<file path="src/rtl/line_code_pkg.sv">
// line_code_pkg
//   Shared definitions for the multi-channel line encoder.
//   - lc_mode_e  : per-word line code, encoded as on the MODE port
//   - lc_state_e : encoder FSM state
package line_code_pkg;

   typedef enum logic [1:0] {
      LC_NRZ   = 2'b00,
      LC_NRZI  = 2'b01,
      LC_AMI   = 2'b10,
      LC_MANCH = 2'b11
   } lc_mode_e;

   typedef enum logic {
      StIdle = 1'b0,
      StSend = 1'b1
   } lc_state_e;

endpackage

</file>
<file path="src/rtl/line_code_channel.sv">
// line_code_channel
//   One serialised line. Holds the word shift register, the bit currently on
//   the line, the persistent AMI polarity and NRZI level, and the registered
//   P/N marks. The top sequences it; this block only produces the symbols.
// Ports:
//   CLK, CPU_RESET   clock, synchronous active-high reset
//   load             load in_word and emit the first symbol of its first bit
//   adv              advance to the next bit and emit its first symbol
//   sym_en           a symbol is emitted at this edge (else line goes zero)
//   second_half      emitted symbol is the second half of a Manchester bit
//   mode             line code of the emitted symbol
//   in_word          parallel word for this channel
//   line_p, line_n   registered positive / negative marks
module line_code_channel
   import line_code_pkg::*;
#(
   parameter int unsigned WORD_W    = 8,
   parameter bit          MSB_FIRST = 1'b1
) (
   input  logic              CLK,
   input  logic              CPU_RESET,
   input  logic              load,
   input  logic              adv,
   input  logic              sym_en,
   input  logic              second_half,
   input  lc_mode_e          mode,
   input  logic [WORD_W-1:0] in_word,
   output logic              line_p,
   output logic              line_n
);

   logic [WORD_W-1:0] shreg_q, shreg_d, src;
   logic              cur_bit_q, cur_bit_d;
   logic              ami_neg_q, ami_neg_d;    // 1: next AMI mark is negative
   logic              nrzi_lvl_q, nrzi_lvl_d;
   logic              p_q, p_d, n_q, n_d;

   always_comb begin
      src        = load ? in_word : shreg_q;
      shreg_d    = shreg_q;
      cur_bit_d  = cur_bit_q;
      ami_neg_d  = ami_neg_q;
      nrzi_lvl_d = nrzi_lvl_q;
      p_d        = 1'b0;
      n_d        = 1'b0;

      // shreg holds only the bits not yet put on the line
      if (load || adv) begin
         cur_bit_d = MSB_FIRST ? src[WORD_W-1] : src[0];
         shreg_d   = MSB_FIRST ? (src << 1) : (src >> 1);
      end

      if (sym_en) begin
         unique case (mode)
            LC_NRZ: begin
               p_d = cur_bit_d;
               n_d = !cur_bit_d;
            end
            LC_NRZI: begin
               if (cur_bit_d) nrzi_lvl_d = !nrzi_lvl_q;
               p_d = nrzi_lvl_d;
               n_d = !nrzi_lvl_d;
            end
            LC_AMI: begin
               if (cur_bit_d) begin
                  p_d       = !ami_neg_q;
                  n_d       = ami_neg_q;
                  ami_neg_d = !ami_neg_q;
               end
            end
            LC_MANCH: begin
               // 1: low then high, 0: high then low
               p_d = second_half ? cur_bit_d : !cur_bit_d;
               n_d = !p_d;
            end
         endcase
      end
   end

   always_ff @(posedge CLK) begin
      if (CPU_RESET) begin
         shreg_q    <= '0;
         cur_bit_q  <= 1'b0;
         ami_neg_q  <= 1'b0;
         nrzi_lvl_q <= 1'b0;
         p_q        <= 1'b0;
         n_q        <= 1'b0;
      end else begin
         shreg_q    <= shreg_d;
         cur_bit_q  <= cur_bit_d;
         ami_neg_q  <= ami_neg_d;
         nrzi_lvl_q <= nrzi_lvl_d;
         p_q        <= p_d;
         n_q        <= n_d;
      end
   end

   assign line_p = p_q;
   assign line_n = n_q;

endmodule

</file>
<file path="src/rtl/line_code_encoder.sv">
// line_code_encoder
//   Multi-channel serial line encoder. One word per channel is accepted via a
//   valid/ready handshake and serialised onto a P/N pair per channel using
//   NRZ, NRZI, AMI or Manchester, chosen per word.
// Ports:
//   CLK, CPU_RESET   clock, synchronous active-high reset
//   MODE             line code, sampled on accept
//   IN_VALID         word available
//   IN_READY         word can be accepted this cycle
//   IN_DATA          channel c in bits [c*WORD_W +: WORD_W]
//   LINE_P, LINE_N   per-channel marks (both 0 = line zero)
//   BIT_STROBE       high on the first symbol of every bit
//   BUSY             a word's symbols are on the line
module line_code_encoder
   import line_code_pkg::*;
#(
   parameter int unsigned CHANNELS  = 4,
   parameter int unsigned WORD_W    = 8,
   parameter bit          MSB_FIRST = 1'b1
) (
   input  logic                       CLK,
   input  logic                       CPU_RESET,
   input  logic [1:0]                 MODE,
   input  logic                       IN_VALID,
   output logic                       IN_READY,
   input  logic [CHANNELS*WORD_W-1:0] IN_DATA,
   output logic [CHANNELS-1:0]        LINE_P,
   output logic [CHANNELS-1:0]        LINE_N,
   output logic                       BIT_STROBE,
   output logic                       BUSY
);

   localparam int unsigned     CntW    = $clog2(WORD_W);
   localparam logic [CntW-1:0] LastBit = CntW'(WORD_W - 1);

   lc_state_e       state_q, state_d;
   lc_mode_e        mode_q, mode_d, sym_mode;
   logic [CntW-1:0] cnt_q, cnt_d;
   logic            half_q, half_d;     // symbol on the line is a second half
   logic            strobe_q, strobe_d;
   logic            last_sym, accept;
   logic            load, adv, sym_en, second_half;

   // State register
   always_ff @(posedge CLK) begin
      if (CPU_RESET) begin
         state_q  <= StIdle;
         mode_q   <= LC_NRZ;
         cnt_q    <= '0;
         half_q   <= 1'b0;
         strobe_q <= 1'b0;
      end else begin
         state_q  <= state_d;
         mode_q   <= mode_d;
         cnt_q    <= cnt_d;
         half_q   <= half_d;
         strobe_q <= strobe_d;
      end
   end

   // Next state; the symbol for the next cycle is decided here and
   // registered in the channels, so accept and first symbol share an edge.
   always_comb begin
      state_d     = state_q;
      mode_d      = mode_q;
      cnt_d       = cnt_q;
      half_d      = half_q;
      strobe_d    = 1'b0;
      load        = 1'b0;
      adv         = 1'b0;
      sym_en      = 1'b0;
      second_half = 1'b0;
      sym_mode    = mode_q;

      if (accept) begin
         state_d  = StSend;
         mode_d   = lc_mode_e'(MODE);
         sym_mode = lc_mode_e'(MODE);
         cnt_d    = '0;
         half_d   = 1'b0;
         strobe_d = 1'b1;
         load     = 1'b1;
         sym_en   = 1'b1;
      end else if (state_q == StSend) begin
         if (last_sym) begin
            state_d = StIdle;
         end else if (mode_q == LC_MANCH && !half_q) begin
            half_d      = 1'b1;
            second_half = 1'b1;
            sym_en      = 1'b1;
         end else begin
            cnt_d    = cnt_q + 1'b1;
            half_d   = 1'b0;
            adv      = 1'b1;
            sym_en   = 1'b1;
            strobe_d = 1'b1;
         end
      end
   end

   // Outputs
   always_comb begin
      last_sym   = (state_q == StSend) && (cnt_q == LastBit) &&
                   ((mode_q != LC_MANCH) || half_q);
      IN_READY   = !CPU_RESET && ((state_q == StIdle) || last_sym);
      accept     = IN_VALID && IN_READY;
      BUSY       = (state_q == StSend);
      BIT_STROBE = strobe_q;
   end

   for (genvar c = 0; c < CHANNELS; c++) begin : g_chan
      line_code_channel #(
         .WORD_W    (WORD_W),
         .MSB_FIRST (MSB_FIRST)
      ) u_chan (
         .CLK         (CLK),
         .CPU_RESET   (CPU_RESET),
         .load        (load),
         .adv         (adv),
         .sym_en      (sym_en),
         .second_half (second_half),
         .mode        (sym_mode),
         .in_word     (IN_DATA[c*WORD_W +: WORD_W]),
         .line_p      (LINE_P[c]),
         .line_n      (LINE_N[c])
      );
   end

endmodule

</file>
<file path="config.mk">
export PLATFORM = sky130hd
export DESIGN_NAME = line_code_encoder
export DESIGN_NICKNAME = d
export VERILOG_FILES = /design/src/rtl/line_code_pkg.sv /design/src/rtl/line_code_channel.sv /design/src/rtl/line_code_encoder.sv
export SDC_FILE = /design/constraint.sdc
export NUM_CORES = 1
export LEC_CHECK = 0
export BUFFER_PORTS_ARGS = -buffer_cell sky130_fd_sc_hd__buf_2
export CAP_MARGIN = 10
export CORE_UTILIZATION = 45
export CTS_BUF_LIST = sky130_fd_sc_hd__clkbuf_4 sky130_fd_sc_hd__clkbuf_8
export CTS_CLUSTER_DIAMETER = 200
export DETAILED_ROUTE_END_ITERATION = 8
export PLACE_DENSITY = 0.66
export RECOVER_POWER = 50
export SLEW_MARGIN = 20
export SYNTH_ARGS = -nofsm -noshare
export SYNTH_HDL_FRONTEND = slang
export SYNTH_SLANG_ARGS = --single-unit
</file>
<file path="constraint.sdc">
create_clock -name CLK -period 5.3 [get_ports CLK]
set_input_delay 0.795 -clock CLK [delete_from_list [all_inputs] [get_ports CLK]]
set_output_delay 0.795 -clock CLK [all_outputs]
set_load 0.03 [all_outputs]
</file>
# Yosys cells after proc, flatten, opt, wreduce, memory -nomap -nowiden
# Cells that the tools add are included.
dict set report totals {
  mem_bits_rw 0
  memories 0
  latchBits 0
  rom_bits 0
  out_inout_bits 11
  regBits 56
  word_cells 134
}
dict set report op_classes {
  magnitude_cmp 0
  add_sub_neg 1
  n_reduce_logical 40
  eq_ne 6
  bitwise 4
  shifts 0
  div_mod_pow 0
  n_mul 0
  muxes 54
}
# operator n
set ops {}
lappend ops {{$mux 1} 41}
lappend ops {{$mux 8} 4}
lappend ops {{$pmux 1 s4} 8}
lappend ops {{$logic_not 1->1} 22}
lappend ops {{$reduce_and 3->1} 5}
lappend ops {{$eq 2x2->1 const B} 3}
lappend ops {{$logic_and 1x1->1} 5}
lappend ops {{$not 1->1} 4}
lappend ops {{$reduce_and 2->1} 2}
lappend ops {{$reduce_or 2->1} 2}
lappend ops {{$add 3x1->3 const B} 1}
lappend ops {{$eq 3x3->1 const B} 1}
lappend ops {{$logic_or 1x1->1} 3}
lappend ops {{$eq 2x1->1 const B} 1}
lappend ops {{$logic_not 2->1} 1}
lappend ops {{$mux 2} 1}
lappend ops {{$ne 2x2->1 const B} 1}

# Logic depth before layout (Yosys ltp)
dict set report depth {
  depth_word 14
  mapped_depth 11
  ltp_nobuf 8
}

# By module
# A second synthesis with hierarchy kept.
dict set report hier_totals {
  hier_cells 347
  area_unflattened_um2 3021.6
}
# module seq_area_each_um2 cells_per_inst instances area_per_inst_um2
set modules_own_cells {}
lappend modules_own_cells {line_code_channel 240.2 73 4 639.4}
lappend modules_own_cells {line_code_encoder 160.2 55 1 464.2}

# Least setup slack after synthesis
# OpenSTA, ideal clock, no wires.
dict set report synth_path {
  kind {in2out}
  start {input CPU_RESET}
  end {output IN_READY}
  path_slack_ns 2.756
  cell_stages 4
  arrival_time_ns 1.749
  cell_sequence {clkbuf_2 clkbuf_1 clkbuf_1 nor2_1}
}
dict set report synth_between {
  elab_chain_cells 2
}
# element line_no
set synth_rtl {}
lappend synth_rtl {{from (decl)} line_code_encoder.sv:22} ;# input logic CPU_RESET,
lappend synth_rtl {{$logic_not 1->1} line_code_encoder.sv:105} ;# IN_READY = !CPU_RESET && ((state_q == StIdle) || last_sym);
lappend synth_rtl {{$logic_and 1x1->1} line_code_encoder.sv:105}
lappend synth_rtl {{to (decl)} line_code_encoder.sv:25} ;# output logic IN_READY,
# No other way between the ends.

# Worst setup path in the final report
dict set report layout_path {
  start {input CPU_RESET}
  end {register g_chan[0].u_chan.ami_neg_q}
}
dict set report layout_between {
  elab_chain_cells 7
  elab_cells_between_ends 12
  classes_between {eq/ne: 1; mux: 6; reduce/logical: 5}
}
# element line_no
set layout_rtl {}
lappend layout_rtl {{$logic_not 1->1} line_code_encoder.sv:105}
lappend layout_rtl {{$logic_and 1x1->1} line_code_encoder.sv:105}
lappend layout_rtl {{$logic_and 1x1->1} line_code_encoder.sv:106} ;# accept = IN_VALID && IN_READY;
lappend layout_rtl {{$mux 1} line_code_encoder.sv:75} ;# if (accept) begin
lappend layout_rtl {{$mux 8 or $logic_or 1x1->1 (tied branches)} {line_code_channel.sv:39, line_code_channel.sv:48}}
lappend layout_rtl {{$mux 1} line_code_channel.sv:48} ;# if (load || adv) begin
lappend layout_rtl {{$reduce_and 3->1 (no source line)} --}
lappend layout_rtl {{to (signal assigned)} line_code_channel.sv:91} ;# ami_neg_q <= ami_neg_d;
lappend layout_rtl {{to (decl)} line_code_channel.sv:34} ;# logic ami_neg_q, ami_neg_d;
# Parallel ways exist; a longest one is shown, timed or not.
# A chain may end at the register's enable or synchronous reset.

==> results.txt <==
- Net count, final: between 300 and 400
* HPWL reported at the end of detailed placement: 3990 um
* Biggest fanout along the worst timing path: 52
- By area, the combinational part of the netlist is dominated by simple AND/OR/NAND/NOR gates.
- Starting utilization of the core area: between 40% and 50%
- Sum of internal, switching and leakage power: 0.000846 W
- The share of total power dissipated in the clock network is 28.7%.
- Number of remaining DRC errors: 0
- The final layout contains routed wiring with a total length of around 5800 um.
* Share of synthesized registers carrying an async set or reset: 0%
- At the worst endpoint, the required time is 5.47 ns.
- Post-synthesis cell area: 0.00271 sq mm
- VDD sags by at most 177 uV.
* Post-route clock skew: a little over 0.009 ns
- The die is 79.6 um wide.
- ANT nets after route: 0
- In the synthesized netlist, the number of instances is 324.
* Result of the run: completed
- The analysis attributes to cell leakage a power of roughly 1.1 nW.
- Post-synthesis adder-cell area fraction: 0.924%
- Setup repair after global routing missed its margin: no
- Vias per Instance: between 5 and 6
- For the worst setup path, the data arrival time is 3.45 ns.
- Maximum number of pins on one net before global-route repair: 53
* Total via count after detailed routing: 2362
- Nature of the critical path endpoint: register
- Hold bufs inserted after CTS: 0
- In the synthesized netlist, the cells that appear most often are sky130_fd_sc_hd__dfxtp_1, sky130_fd_sc_hd__nor2_1, sky130_fd_sc_hd__nand2_1.
* Unique masters post-synth: 52
- Layout cells sized above 1: between 10% and 20%
- Combined buffer and inverter count along the critical path: 1
- Num rows: 27
* Final non-filler cell area: 0.00293 sq mm
- The max-slew violation count was 0.
- Combined global-route utilization of all metal layers: 19.8%
* H-tree depth reported by CTS: 2
- First-pass GRT wire length: 9810 um
- Full die area: 0.00633 sq mm
- The via count of the first global-routing pass came to ~2.2k.
- The largest individual stage delay along the critical path comes from the cell sky130_fd_sc_hd__nand3_2.
* Class of the most critical setup path: input port to register
- Kind of cell adding the most delay to the critical path: simple AND/OR/NAND/NOR gates
* Buffer cell driving the clock tree root: sky130_fd_sc_hd__clkbuf_8
* Worst skew pair latency: 0.31 ns
* Main flop type after synthesis: sky130_fd_sc_hd__dfxtp_1
- The clock net in this run drives a total of 56 sinks.
- Number of flops mapped to enable cells by yosys: 0
- Starting DRT DRC Count: 154
* Flop pwr share: 54.5%
- Final critical-path share of the clock period: 61.9%
* Multiplexer share of the synthesized area: less than 1%
- For this design the ratio of total power to cell area is 288 mW/mm^2.
* Crit start category: input port
- A synthesized cell averages 8.36 sq um.
* Max capacitance violation total: 0
- Cells fill between 50% and 60% of the core in the end.
- For this run, the number of Yosys warnings is 0.
- Syn-to-layout area delta: 8.27%
- The worst pin sits at a relative slew slack of 14.2%.
* Number of antenna violations at the first check in global routing: 0
* Internal power summed over all cells: 0.000603 W
* Most common cell in the synthesized netlist: sky130_fd_sc_hd__dfxtp_1
- In the post-synthesis netlist, the biggest area contributors are sky130_fd_sc_hd__dfxtp_1, sky130_fd_sc_hd__nor2_1, sky130_fd_sc_hd__a311oi_1.
- Xor and xnor area share after synthesis: 3.88%
* Share of the synthesized area in the top cell type: 41.4%
- Synth Area in Compound Gates: roughly a fifth
* Switching power: ~0.00024 W
- Fraction of the yosys area taken by sequential cells: 41.4%
- Post-synthesis sequential element count: 56
- TritonCTS built the clock tree.
- Setup TNS Final: 0 ns
* Largest area contributor in the netlist: sky130_fd_sc_hd__dfxtp_1
- Switching part of the total: 28.7%
* CTS max path bufs: 2
- Tightest Hold Check Type: register to register
* Number of clock buffers inserted by TritonCTS: 5
- The signal on the critical path passes through buf_2, nor2b_1, nand3_2, a31oi_2, nor3b_2, xnor2_1, nor2_1.
* Worst path max stage delay: 0.78 ns
- Synthesis produced a netlist with a net count of about 360.
* Clock-pin slew of the registers on the worst-case setup and hold paths: 0.10 ns
- The count of buffers added on input and output ports is 47.
- Part of the power in combinational logic: 16.9%
- Of the total synthesized cell area, the portion taken by AND, OR, NAND and NOR gates is 24.5%.
* Maximum operating frequency: 305 MHz
- Sum of overflow across all layers after global routing: 0
* Die Y-Extent: ~80 um
- 0 antenna diodes ended up in the layout.
- The congestion estimate from routability-driven global placement came to about 0.8.
- Number of buffers inserted to repair setup after CTS: 0
- Number of resized instances in the post-cts repair step: 0
- Routed wire length per instance: 14.0 um
* Pre-Repair DR Iteration Count: 4
- Summing all placed instances gives a cell area of ~0.0029 sq mm.
- The number of endpoints with negative hold slack in the final report is 0.
- IO Pins: between 40 and 50
- Area inside the core boundary: 0.00564 sq mm
- Crit path time final: 3.28 ns
* Transition time of the tightest slew-check pin: between 1 and 1.5 ns
* Final setup vio count: 0
[flip-flops by register name, summed over array words and instances (netlist names)]
name,flops
BIT_STROBE,1
BUSY,1
cnt_q,3
g_chan.u_chan.ami_neg_q,4
g_chan.u_chan.cur_bit_q,4
g_chan.u_chan.line_n,4
g_chan.u_chan.line_p,4
g_chan.u_chan.nrzi_lvl_q,4
g_chan.u_chan.shreg_q,28
half_q,1
mode_q,2
[power by group through the flow]
stage,clock (W),sequential (W),combinational [W]
after global routing,0.000267,0.000464,0.000158
after detailed placement,0,0.000470,0.000144
after global placement,0,0.000469,0.000143
after CTS,0.000249,0.000460,0.000145
final,0.000242,0.000460,0.000143
after floorplan,0,0.000467,0.000117
[metal layers]
metal / track usage [%] / wire, um
met5: 0 / 0
met2: 31.6 / 2590
met1: 26.1 / 2890
met4: 6.91 / 79
met3: 4.57 / 292
[worst paths after layout]
path                                       to  depth (start not counted)  slack [ns]                         from
hold / removal    g_chan[3].u_chan.shreg_q[2]                          2        0.47  g_chan[3].u_chan.shreg_q[2]
hold reg to reg   g_chan[3].u_chan.shreg_q[2]                          2        0.47  g_chan[3].u_chan.shreg_q[2]
setup reg to reg   g_chan[0].u_chan.ami_neg_q                          8        2.03                     cnt_q[0]
setup / recovery   g_chan[0].u_chan.ami_neg_q                          7        2.02                    CPU_RESET
[layout make-up]
cell class | count | area (sq um)
fill | 548 | 2710
multi-input combinational | 232 | 1400
inverter | 2 | 7.51
timing repair buffer | 48 | 225
tap | 72 | 90.1
sequential | 56 | 1120
clock buffer | 7 | 83.8
clock inverter | 1 | 8.76
[worst min-delay path, cell delays in order, from the launching register on]
cell	delay, ns
sky130_fd_sc_hd__dfxtp_1	0.32
sky130_fd_sc_hd__nand2_1	0.05
sky130_fd_sc_hd__a21oi_1	0.05
[cell usage in the layout (no fill, tap or decap), drive strengths merged, types with 3 or more instances in the layout]
master / instances
o211ai: 3
a21boi: 3
buf: 36
a311oi: 23
nand2: 50
xnor2: 10
a22oi: 5
a31oi: 3
o21ai: 6
a211oi: 6
nor3: 8
nand3b: 5
nand3: 4
dfxtp: 56
nor2: 57
a21oi: 7
clkbuf: 19
nor2b: 7
[per-stage QoR]
stage | std cells | hold WS [ns] | worst slack (ns)
2_1_floorplan | 324 | 0.437 | 2.76
3_3_place_gp | 410 | 0.450 | 1.78
3_5_place_dp | 410 | 0.457 | 1.71
4_1_cts | 418 | 0.472 | 2.05
5_1_grt | 418 | 0.501 | 1.72
6_report | 418 | 0.466 | 2.02
[kinds of logic (layout without fill, tap and decap cells)]
family | Yosys count | after routing
buffers and inverters | 36 | 58
adder cells (fa/ha/maj) | 2 | 2
multiplexers | 2 | 2
flip-flops | 56 | 56
XOR/XNOR | 12 | 12
AO/OA/AOI/OAI | 71 | 71
AND/OR/NAND/NOR | 145 | 145
Note: power is estimated with default switching activity, not from simulation.
